--- src/rtl/tl_grant_ack_tracker.sv ---
// Two-entry sink ID allocator for TileLink Grant/GrantAck pairing.
// Optional per-entry GrantAck watchdog enabled by TL_GRANT_ACK_TIMEOUT_EN.
module tl_grant_ack_tracker #(
    parameter int unsigned TIMEOUT_CYCLES = 255
) (
    input  logic       clock,
    input  logic       reset,
    input  logic       grant_req_valid,
    output logic       grant_req_ready,
    output logic       grant_req_sink,
    input  logic       e_valid,
    output logic       e_ready,
    input  logic       e_sink,
    output logic [1:0] busy,
    output logic       err_unexpected,
    output logic       timeout_err
);

    if (TIMEOUT_CYCLES == 0 || TIMEOUT_CYCLES > 255) begin : g_param_check
        $error("TIMEOUT_CYCLES must be in 1..255");
    end

    logic [1:0] busy_q, busy_d;
    logic       err_q, err_d;
    logic       alloc_fire, e_fire, ack_hit;

    // Allocation decisions look only at registered state, so a same-cycle free never bypasses.
    assign grant_req_ready = ~(busy_q[0] & busy_q[1]);
    assign grant_req_sink  = busy_q[0];
    assign e_ready         = ~reset;
    assign busy            = busy_q;
    assign err_unexpected  = err_q;

    assign alloc_fire = grant_req_valid & grant_req_ready;
    assign e_fire     = e_valid & e_ready;
    assign ack_hit    = e_fire & busy_q[e_sink];

    // Alloc always targets a free entry and ack_hit a busy one, so they never collide.
    always_comb begin
        busy_d = busy_q;
        err_d  = e_fire & ~busy_q[e_sink];
        if (alloc_fire) busy_d[grant_req_sink] = 1'b1;
        if (ack_hit)    busy_d[e_sink]         = 1'b0;
    end

    always_ff @(posedge clock or posedge reset) begin
        if (reset) begin
            busy_q <= 2'b00;
            err_q  <= 1'b0;
        end else begin
            busy_q <= busy_d;
            err_q  <= err_d;
        end
    end

`ifdef TL_GRANT_ACK_TIMEOUT_EN
    localparam int unsigned CNT_W = 8;
    localparam logic [CNT_W-1:0] CNT_MAX = '1;
    localparam logic [CNT_W-1:0] CNT_LIM = CNT_W'(TIMEOUT_CYCLES);

    logic [1:0][CNT_W-1:0] cnt_q, cnt_d;
    logic                  tmo_q, tmo_d;

    // Counter holds cycles spent waiting since allocation, saturating at all-ones.
    always_comb begin
        cnt_d = cnt_q;
        tmo_d = tmo_q;
        for (int n = 0; n < 2; n++) begin
            if (alloc_fire && (grant_req_sink == 1'(n))) begin
                cnt_d[n] = '0;
            end else if (busy_q[n] && (cnt_q[n] != CNT_MAX)) begin
                cnt_d[n] = cnt_q[n] + CNT_W'(1);
            end
            if (busy_q[n] && (cnt_d[n] == CNT_LIM)) tmo_d = 1'b1;
        end
    end

    always_ff @(posedge clock or posedge reset) begin
        if (reset) begin
            cnt_q <= '0;
            tmo_q <= 1'b0;
        end else begin
            cnt_q <= cnt_d;
            tmo_q <= tmo_d;
        end
    end

    assign timeout_err = tmo_q;
`else
    assign timeout_err = 1'b0;
`endif

endmodule

--- config.mk ---
export PLATFORM = sky130hd
export DESIGN_NAME = tl_grant_ack_tracker
export DESIGN_NICKNAME = d
export VERILOG_FILES = /design/src/rtl/tl_grant_ack_tracker.sv
export SDC_FILE = /design/constraint.sdc
export NUM_CORES = 1
export LEC_CHECK = 0
export CORE_AREA = 3 3 40 42
export CTS_CLUSTER_SIZE = 8
export DETAILED_ROUTE_END_ITERATION = 10
export DIE_AREA = 0 0 43 45
export GPL_ROUTABILITY_DRIVEN = 0
export PLACE_DENSITY = 0.36
export SYNTH_ARGS = -nofsm -noshare
export SYNTH_HDL_FRONTEND = slang
export SYNTH_SLANG_ARGS = --single-unit
--- constraint.sdc ---
create_clock -name clock -period 1 [get_ports clock]
set_input_delay 0.1 -clock clock [delete_from_list [all_inputs] [get_ports clock]]
set_output_delay 0.1 -clock clock [all_outputs]
set_load 0.01 [all_outputs]
* Yosys cells after proc, flatten, opt, wreduce, memory -nomap -nowiden
Index checks and enable logic that the tools add are counted.
** Operators by class
- Magnitude comparators :: 4
- Reduce and logical (&&, ||, !) cells :: 2
- Bitwise logic cells :: 11
- Mux-type cells :: 8
** Operator list (number)
- $and A1 B1 Y1 :: 5
- $lt A1 B2 Y1 const B :: 2
- $mux W1 :: 4
- $mux W2 :: 2
- $not A1 Y1 :: 3
- $and A2 B2 Y2 :: 1
- $demux W1 S1 :: 2
- $ge A1 B1 Y1 const B :: 2
- $logic_and A1 B1 Y1 :: 2
- $not A2 Y2 :: 1
- $or A2 B2 Y2 :: 1
** Word-level totals
- Input bits :: 5
- Register bits :: 3
- Output and inout port bits :: 7
- Word-level logic and storage cells :: 27

* Longest topological paths before layout
Gate-level depths: netlist of run 1.
- Depth in word-level cells :: 8
- Gate-level depth with buffers :: 2
- Gate-level depth less buffers :: 2

* Least setup slack after synthesis of run 1
Ideal clock, no wire load.
- Path type :: flip-flop to flip-flop
- Start :: reg busy_q[0] (netlist: busy[0])
- End :: reg err_q (netlist: err_unexpected)
- Stages on the path, launching flop included :: 3
- Clock period less this slack :: 0.896 ns
- Required time :: 0.889 ns
- Buffers on the path :: 0
- Library setup time :: 0.111 ns
- Slack :: 0.104 ns
- Data arrival time :: 0.785 ns
- Path through :: dfrtp_1 nor2b_2 a2111oi_2
** On the way
- Cells in the longest elaborated chain, start to end :: 4
** RTL lines
- from (decl) :: RTL line 23 : logic [1:0] busy_q, busy_d;
- from (signal assigned) :: RTL line 51 : busy_q <= busy_d;
- $mux W1 (not written as such) (2 in series) :: RTL line 41 : err_d = e_fire & ~busy_q[e_sink];
- $not A1 Y1 :: RTL line 41
- $and A1 B1 Y1 :: RTL line 41
- net err_d :: RTL line 24 : logic err_q, err_d;
- to (signal assigned) :: RTL line 52 : err_q <= err_d;
- to (decl) :: RTL line 24
The timed path passes the listed nets, and every way through them passes these cells. The select of a mux whose other input is x is not followed.

* Worst setup path in the final report of run 1
- Start :: reg busy_q[0] (netlist: busy[0])
- End :: out grant_req_sink
** RTL lines
- to (decl) :: RTL line 10 : output logic grant_req_sink,
No word-level cell between the ends.

==> impl_metrics.json, run 1 <==
{
  "run_status": "finished with violations",
  "failed_checks": "negative setup slack",
  "synthToLayoutAreaGrowth_pct": 104,
  "max_clock_freq_mhz": 988,
  "syn-mean-instance-area_um2": 10.2,
  "top_level_ports": 12,
  "cts_buffer_depth": 2,
  "synth_area_um2": 153,
  "clock-skew-final_ps": 1.04,
  "slew_viol_final": 0,
  "timing_hold_violations_final": 0,
  "die_width_um": 43,
  "grt_max_degree": 6,
  "antenna_violating_nets_post_route": 0,
  "final_nets": 38,
  "dieHeight_um": 45,
  "routed_wire_length_per_instance_um": 8.09,
  "grt_usage": 0.0483,
  "setup-violations-final": 2,
  "detailedPlacementHpwl_um": 315,
  "cts_hold_buf": 0,
  "critPathMaxStageDelay_ps": 390,
  "final_cell_mix": "sky130_fd_sc_hd__buf_4 (5), sky130_fd_sc_hd__clkdlybuf4s50_1 (4), sky130_fd_sc_hd__dfrtp_1 (3), sky130_fd_sc_hd__clkbuf_4 (3), sky130_fd_sc_hd__dlygate4sd2_1 (3)",
  "cts.sinks": 3,
  "insertion_delay_ps": 230,
  "number_of_antenna_repair_diodes": 0,
  "post-route-worst-setup-slack_ps": -11.8,
  "irDropWorstVdd_mv": 0.436,
  "tritoncts_buffers": 3,
  "min-delay-path-class": "primary input to async pin",
  "layout_commonest_cell": "sky130_fd_sc_hd__buf_4",
  "p_per_area_nw_per_um2": 1480,
  "via_count": 156,
  "numPlacedInstances": 43,
  "drc": 0,
  "grt_overflow": 0,
  "synth-seq-area-share": 0.492,
  "min_period_over_period": 1.01,
  "drt_wl_total_um": 380,
  "drtPass1Iterations": 2,
  "ys_ff_latch": 3,
  "yosys_warnings": 0,
  "cts.clk_slew.worst_paths_ps": 40,
  "leakagePower_uw": 0.000145,
  "cts_post_setup_buffers_inserted": 0,
  "endpoint_kind": "output pin",
  "maximum_fanout_along_the_worst_path": 4,
  "fillerInstances": 147,
  "crit_slowest_cell": "sky130_fd_sc_hd__dfrtp_1",
  "first_pass_grt_wire_length_um": 641,
  "layout-drive-gt1-share": 0.344,
  "start_util": 0.119,
  "routed_via_density": 3.32,
  "coreArea_um2": 1280,
  "syn-num-nets": 20,
  "tritoncts": "yes",
  "cts_root_buffer": "sky130_fd_sc_hd__clkbuf_4",
  "dpl_ws_ps": -251,
  "crit_family": "flip-flops",
  "grt_setup_unrepaired": "true",
  "path_class": "flip-flop to output pin",
  "critPathLaunchType": "flip-flop",
  "timing.max_cap.violations": 0,
  "post_synth_num_cell_types": 11,
  "synthCells": 15,
  "buffer_ports.inserted": 10,
  "drt_iter0_drc": 1,
  "cp_cell_sequence": "dlygate4sd2_1",
  "clock_period_minus_worst_slack_ps": 1010,
  "placement_rows": 13,
  "cts-htree-levels": 1,
  "grt_antenna_before_repair": 0,
  "fin_cells": 47,
  "crit_arrival_ps": 910,
  "total_buffers_and_inverters_traversed_by_the_critical_path": 1,
  "via_count_of_the_first_global_routing_pass": 183,
  "dieArea_um2": 1940,
  "critPathRequiredTime_ps": 900
}
[flip-flops by register name (all words and copies together), names as in the netlist]
register and count:
err_unexpected 1, busy 2
[metal layers]
metal,part of all wire,GRT usage
met4,0,0.0723
met3,0.097,0.0120
met5,0,0
met2,0.45,0.0659
met1,0.45,0.0507
[final cells by class]
class / instances / area, um^2 / area share
clock buffer: 4 / 26.3 / 0.0843
inverter: 2 / 7.51 / 0.0241
multi-input combinational: 8 / 55.1 / 0.177
sequential: 3 / 75.1 / 0.241
tap: 15 / 18.8 / 0.0602
timing repair buffer: 15 / 129 / 0.414
[worst paths after layout]
check	from	endpoint	slack [ps]	cells after the start
setup / recovery	busy[0]	grant_req_sink	-10	1
hold / removal	reset	err_unexpected	190	3
setup reg to reg	busy[0]	err_unexpected	10	3
hold reg to reg	busy[1]	err_unexpected	580	2
max in group asynchronous	reset	busy[1]	710	3
min in group clock	e_valid	err_unexpected	450	3
[worst reg2reg max path, stage by stage, from the launching register on]
cell and delay [ps]:
sky130_fd_sc_hd__dfrtp_1 390, sky130_fd_sc_hd__buf_4 150, sky130_fd_sc_hd__nor2b_2 160, sky130_fd_sc_hd__a2111oi_2 190
[stage by stage]
stage | power [uW] | utilization | hold slack, ps | area (um^2) | TNS (ps)
after floorplan | 186 | - | -95.7 | 153 | 0
after global placement | 268 | 0.229 | 433 | 294 | -553
after detailed placement | 268 | 0.229 | 442 | 294 | -556
after CTS | 476 | 0.242 | 189 | 312 | -64.7
after global routing | 494 | 0.242 | 222 | 312 | -177
final | 462 | 0.242 | 190 | 312 | -23.1
[synthesized netlist by cell type (all sizes together)]
cell type	count	area, um^2
nor2	1	3.75
inv	2	7.51
a2111oi	1	15.0
a21oi	1	5.00
dfrtp	3	75.1
a41oi	1	8.76
buf	2	15.0
conb	1	3.75
a31oi	1	6.26
nand2	1	3.75
nor2b	1	8.76
[cells by family (layout without fill, tap and decap cells)]
group,count (synthesis),in the layout,share of synthesized area
AOI/OAI and AO/OA,4,4,0.229
buffers and inverters,4,21,0.148
DFF,3,3,0.492
and+or+nand+nor,3,3,0.107
other,1,1,0.0246
[where the power goes]
part           leakage, uW  switching [uW]  internal [uW]
clock network    0.0000150            63.1            150
registers        0.0000336            6.67            132
logic            0.0000960            48.0           62.4
[what timing repair did]
item                       CTS  global route
hold endpoints to repair     0             0
setup endpoints to repair    7             3
gates resized for setup     11             0
Power figures use the tool's default switching activity.
==> run 2, diff against run 1 <==
--- a/config.mk
+++ b/config.mk
@@ -6,11 +6,11 @@
 export NUM_CORES = 1
 export LEC_CHECK = 0
 export CORE_AREA = 3 3 40 42
+export CTS_BUF_LIST = sky130_fd_sc_hd__clkbuf_16
 export CTS_CLUSTER_SIZE = 8
 export DETAILED_ROUTE_END_ITERATION = 10
 export DIE_AREA = 0 0 43 45
 export GPL_ROUTABILITY_DRIVEN = 0
-export PLACE_DENSITY = 0.36
 export SYNTH_ARGS = -nofsm -noshare
 export SYNTH_HDL_FRONTEND = slang
 export SYNTH_SLANG_ARGS = --single-unit
==> impl_metrics.json, run 2 (same netlist as run 1, synthesis figures left out) <==
{
  "clock-skew-final_ps": 1.00,
  "antenna_violating_nets_post_route": 0,
  "endpoint_kind": "flip-flop",
  "grt_usage": 0.0491,
  "grt_max_degree": 6,
  "tritoncts": "yes",
  "buffer_ports.inserted": 10,
  "via_count_of_the_first_global_routing_pass": 185,
  "finalHoldWorstSlack_ps": 187,
  "dieArea_um2": 1940,
  "grt_antenna_before_repair": 0,
  "detail_route.wirelength.met1_um": 126,
  "cts_hold_buf": 0,
  "number_of_antenna_repair_diodes": 0,
  "dpl-instance-area_um2": 294,
  "multiInputGateArea_um2": 55.1,
  "routed_via_density": 3.64,
  "routed_wire_length_per_instance_um": 8.55,
  "p_per_area_nw_per_um2": 2380,
  "fillerInstances": 143,
  "grt_setup_unrepaired": "true",
  "detailedPlacementHpwl_um": 330,
  "cts_post_setup_buffers_inserted": 0,
  "insertion_delay_ps": 220,
  "leakagePower_uw": 0.000175,
  "timing_hold_violations_final": 0,
  "post-layout-total-power_uw": 869,
  "slew_viol_final": 0,
  "run_status": "completed",
  "start_util": 0.119,
  "final_nets": 38,
  "cts_buffer_depth": 2,
  "critPathLaunchType": "flip-flop",
  "totalNegativeSetupSlack_ps": 0,
  "cts_root_buffer": "sky130_fd_sc_hd__clkbuf_16",
  "detailroute.wirelength.met3_um": 46,
  "final-seq-area_um2": 75.1,
  "path_class": "flip-flop to flip-flop",
  "dr.max_layer_used": "met3",
  "synthToLayoutAreaGrowth_pct": 139,
  "first_pass_grt_wire_length_um": 676,
  "min-delay-path-class": "primary input to async pin",
  "maximum_fanout_along_the_worst_path": 4,
  "dieHeight_um": 45,
  "dpl_ws_ps": -240,
  "cts-htree-levels": 1,
  "max_reg_flops": 2,
  "cts.sinks": 3,
  "post-route-worst-setup-slack_ps": 7.15,
  "met2RoutedLength_um": 229,
  "placement_rows": 13,
  "crit_arrival_ps": 1100,
  "layout-drive-gt1-share": 0.375,
  "critPathRequiredTime_ps": 1110,
  "final_cell_mix": "sky130_fd_sc_hd__clkdlybuf4s50_1 (4), sky130_fd_sc_hd__buf_4 (4)",
  "drtPass1Iterations": 2,
  "irDropWorstVdd_mv": 0.417,
  "min_period_over_period": 0.993,
  "drc": 0,
  "drt_wl_total_um": 402,
  "top_level_ports": 12,
  "setup-violations-final": 0,
  "drt_iter0_drc": 2,
  "timing.max_cap.violations": 0,
  "stdcell_area_um2": 365,
  "grt_overflow": 0,
  "tritoncts_buffers": 3,
  "via_count": 171,
  "max_clock_freq_mhz": 1010,
  "clock_period_minus_worst_slack_ps": 993,
  "cts.clk_slew.worst_paths_ps": 30,
  "coreArea_um2": 1280,
  "die_width_um": 43
}
[run 2: layer usage]
layer  track usage  vias up
li1              -       82
met2        0.0868        8
met3        0.0359        0
met5             0        -
met1        0.0434       81
met4        0.0181        0
[run 2: layout make-up]
type                       count  share of cell area
clock buffer                   3               0.205
clock inverter                 1              0.0103
inverter                       2              0.0205
multi-input combinational      8               0.151
sequential                     3               0.205
tap                           15              0.0514
timing repair buffer          15               0.356
[run 2: what timing repair did]
| action | 4_1_cts | 5_1_grt |
|---|---|---|
| cloned | 0 | 0 |
| resized for setup | 11 | 4 |
| endpoints found under the setup margin | 7 | 4 |
[run 2: final timing paths]
path / start / to / slack [ps] / depth (start not counted)
min in group clock: e_valid / err_unexpected / 460 / 3
worst max-delay path: busy[0] / err_unexpected / 7 / 3
worst min-delay path: reset / err_unexpected / 190 / 3
worst max register to register: busy[0] / err_unexpected / 7 / 3
worst min register to register: busy[1] / err_unexpected / 580 / 2
max in group asynchronous: reset / busy[0] / 710 / 3
[run 2: metrics by stage]
stage | utilization | std cells
final | 0.284 | 47
after global placement | 0.229 | 43
after floorplan | - | 15
after global routing | 0.284 | 47
after detailed placement | 0.229 | 43
after CTS | 0.289 | 47
[run 2: where the power goes]
part | switching [uW] | internal [uW] | total [uW]
sequential | 7.52 | 132 | 140
combinational | 47.4 | 64.1 | 111
clock | 103 | 515 | 618
[run 2: worst max-delay path: stages (launching register included)]
cell,delay (ps)
sky130_fd_sc_hd__dfrtp_1,400
sky130_fd_sc_hd__buf_6,130
sky130_fd_sc_hd__nor2b_2,150
sky130_fd_sc_hd__a2111oi_2,190
==> run 3, diff against run 2 <==
--- a/config.mk
+++ b/config.mk
@@ -11,6 +11,7 @@
 export DETAILED_ROUTE_END_ITERATION = 10
 export DIE_AREA = 0 0 43 45
 export GPL_ROUTABILITY_DRIVEN = 0
+export REMOVE_ABC_BUFFERS = 1
 export SYNTH_ARGS = -nofsm -noshare
 export SYNTH_HDL_FRONTEND = slang
 export SYNTH_SLANG_ARGS = --single-unit
==> impl_metrics.json, run 3 (same netlist as run 1, synthesis figures left out) <==
{
  "grt_max_degree": 6,
  "timing_hold_violations_final": 0,
  "die_width_um": 43,
  "maximum_fanout_along_the_worst_path": 4,
  "power.net_switching_uw": 163,
  "max_reg_flops": 2,
  "grt_overflow": 0,
  "crit_slowest_cell": "sky130_fd_sc_hd__dfrtp_1",
  "cts_buffer_depth": 2,
  "grt_antenna_before_repair": 0,
  "clock_period_minus_worst_slack_ps": 962,
  "drc": 0,
  "first_pass_grt_wire_length_um": 614,
  "leakagePower_uw": 0.000182,
  "number_of_antenna_repair_diodes": 0,
  "p_per_area_nw_per_um2": 2370,
  "critPathLaunchType": "flip-flop",
  "endpoint_kind": "output pin",
  "numPlacedInstances": 43,
  "top_level_ports": 12,
  "total_buffers_and_inverters_traversed_by_the_critical_path": 1,
  "fin_cells": 47,
  "slew_viol_final": 0,
  "drtPass1Iterations": 1,
  "tritoncts_buffers": 3,
  "layout-drive-gt1-share": 0.375,
  "via_count_of_the_first_global_routing_pass": 160,
  "drt_iter0_drc": 0,
  "tritoncts": "yes",
  "cts_hold_buf": 0,
  "layout.core_utilization": 0.288,
  "timing.max_cap.violations": 0,
  "dieHeight_um": 45,
  "cp_cell_sequence": "clkdlybuf4s15_1",
  "switching_fraction_of_total_power": 0.185,
  "grt_setup_unrepaired": "false",
  "via_count": 168,
  "max_clock_freq_mhz": 1040,
  "routed_via_density": 3.57,
  "comb_power_share": 0.131,
  "path_class": "flip-flop to output pin",
  "run_status": "completed",
  "cts.sinks": 3,
  "post-layout-total-power_uw": 877,
  "antenna_violating_nets_post_route": 0,
  "crit_arrival_ps": 860,
  "post-route-worst-setup-slack_ps": 37.8,
  "coreArea_um2": 1280,
  "crit_family": "flip-flops",
  "final_cell_mix": "sky130_fd_sc_hd__clkdlybuf4s50_1 (4), sky130_fd_sc_hd__buf_4 (4)",
  "cts.clk_slew.worst_paths_ps": 30,
  "synthToLayoutAreaGrowth_pct": 143,
  "critPathMaxStageDelay_ps": 400,
  "dpl_ws_ps": -239,
  "detailedPlacementHpwl_um": 329,
  "power.sequential.fraction": 0.159,
  "fillerInstances": 148,
  "internal-power_uw": 714,
  "insertion_delay_ps": 220,
  "drt_wl_total_um": 416,
  "start_util": 0.119,
  "final_nets": 38,
  "clock_power_share": 0.709,
  "placement_rows": 13,
  "clock-skew-final_ps": 1.87,
  "cts-htree-levels": 1,
  "buffer_ports.inserted": 10,
  "routed_wire_length_per_instance_um": 8.85,
  "min-delay-path-class": "primary input to async pin",
  "setup-violations-final": 0,
  "cts_root_buffer": "sky130_fd_sc_hd__clkbuf_16",
  "dieArea_um2": 1940,
  "irDropWorstVdd_mv": 0.580,
  "critPathRequiredTime_ps": 900,
  "grt_usage": 0.0558,
  "min_period_over_period": 0.962
}
[run 3: final cells by class]
cell class              count  area, um^2  share of cell area
inverters                   2        7.51              0.0203
flip-flops and latches      3        75.1               0.203
well taps                  15        18.8              0.0507
multi-input cells           8        60.1               0.162
repair buffers             15         130               0.351
clock buffers               3        75.1               0.203
clock inverters             1        3.75              0.0101
[run 3: what timing repair did]
item                       4_1_cts  5_1_grt
setup endpoints to repair        7        3
pin swaps                        0        0
resized for setup               13        3
setup buffers                    0        0
[run 3: per-stage QoR]
| step | area [um^2] | hold WS (ps) | TNS [ps] |
|---|---|---|---|
| floorplan | 138 | -95.7 | 0 |
| global placement | 294 | 404 | -444 |
| detailed placement | 294 | 418 | -499 |
| CTS | 369 | 188 | 0 |
| global route | 370 | 221 | 0 |
| finish | 370 | 181 | 0 |
[run 3: path summary, 6_finish.rpt]
path | from | to | slack, ps | cells past startpoint
min in group clock | e_valid | err_unexpected | 470 | 3
worst min-delay path | reset | err_unexpected | 180 | 3
worst max register to register | busy[0] | err_unexpected | 50 | 3
worst max-delay path | busy[0] | busy[0] | 40 | 1
worst min register to register | busy[1] | err_unexpected | 580 | 2
max in group asynchronous | reset | busy[1] | 720 | 3
[run 3: routing by layer]
layer,wire (um),global-route usage,up-vias
met5,0,0,-
met4,27,0.108,0
met3,71,0.0359,4
met2,211,0.0778,10
met1,105,0.0338,73
li1,-,-,81
[run 3: power by group through the flow]
| stage | logic, uW | clock network [uW] | registers, uW |
|---|---|---|---|
| 2_1_floorplan | 27.9 | 0 | 151 |
| 3_3_place_gp | 126 | 0 | 140 |
| 3_5_place_dp | 127 | 0 | 141 |
| 4_1_cts | 114 | 633 | 140 |
| 5_1_grt | 125 | 643 | 142 |
| 6_report | 115 | 622 | 140 |
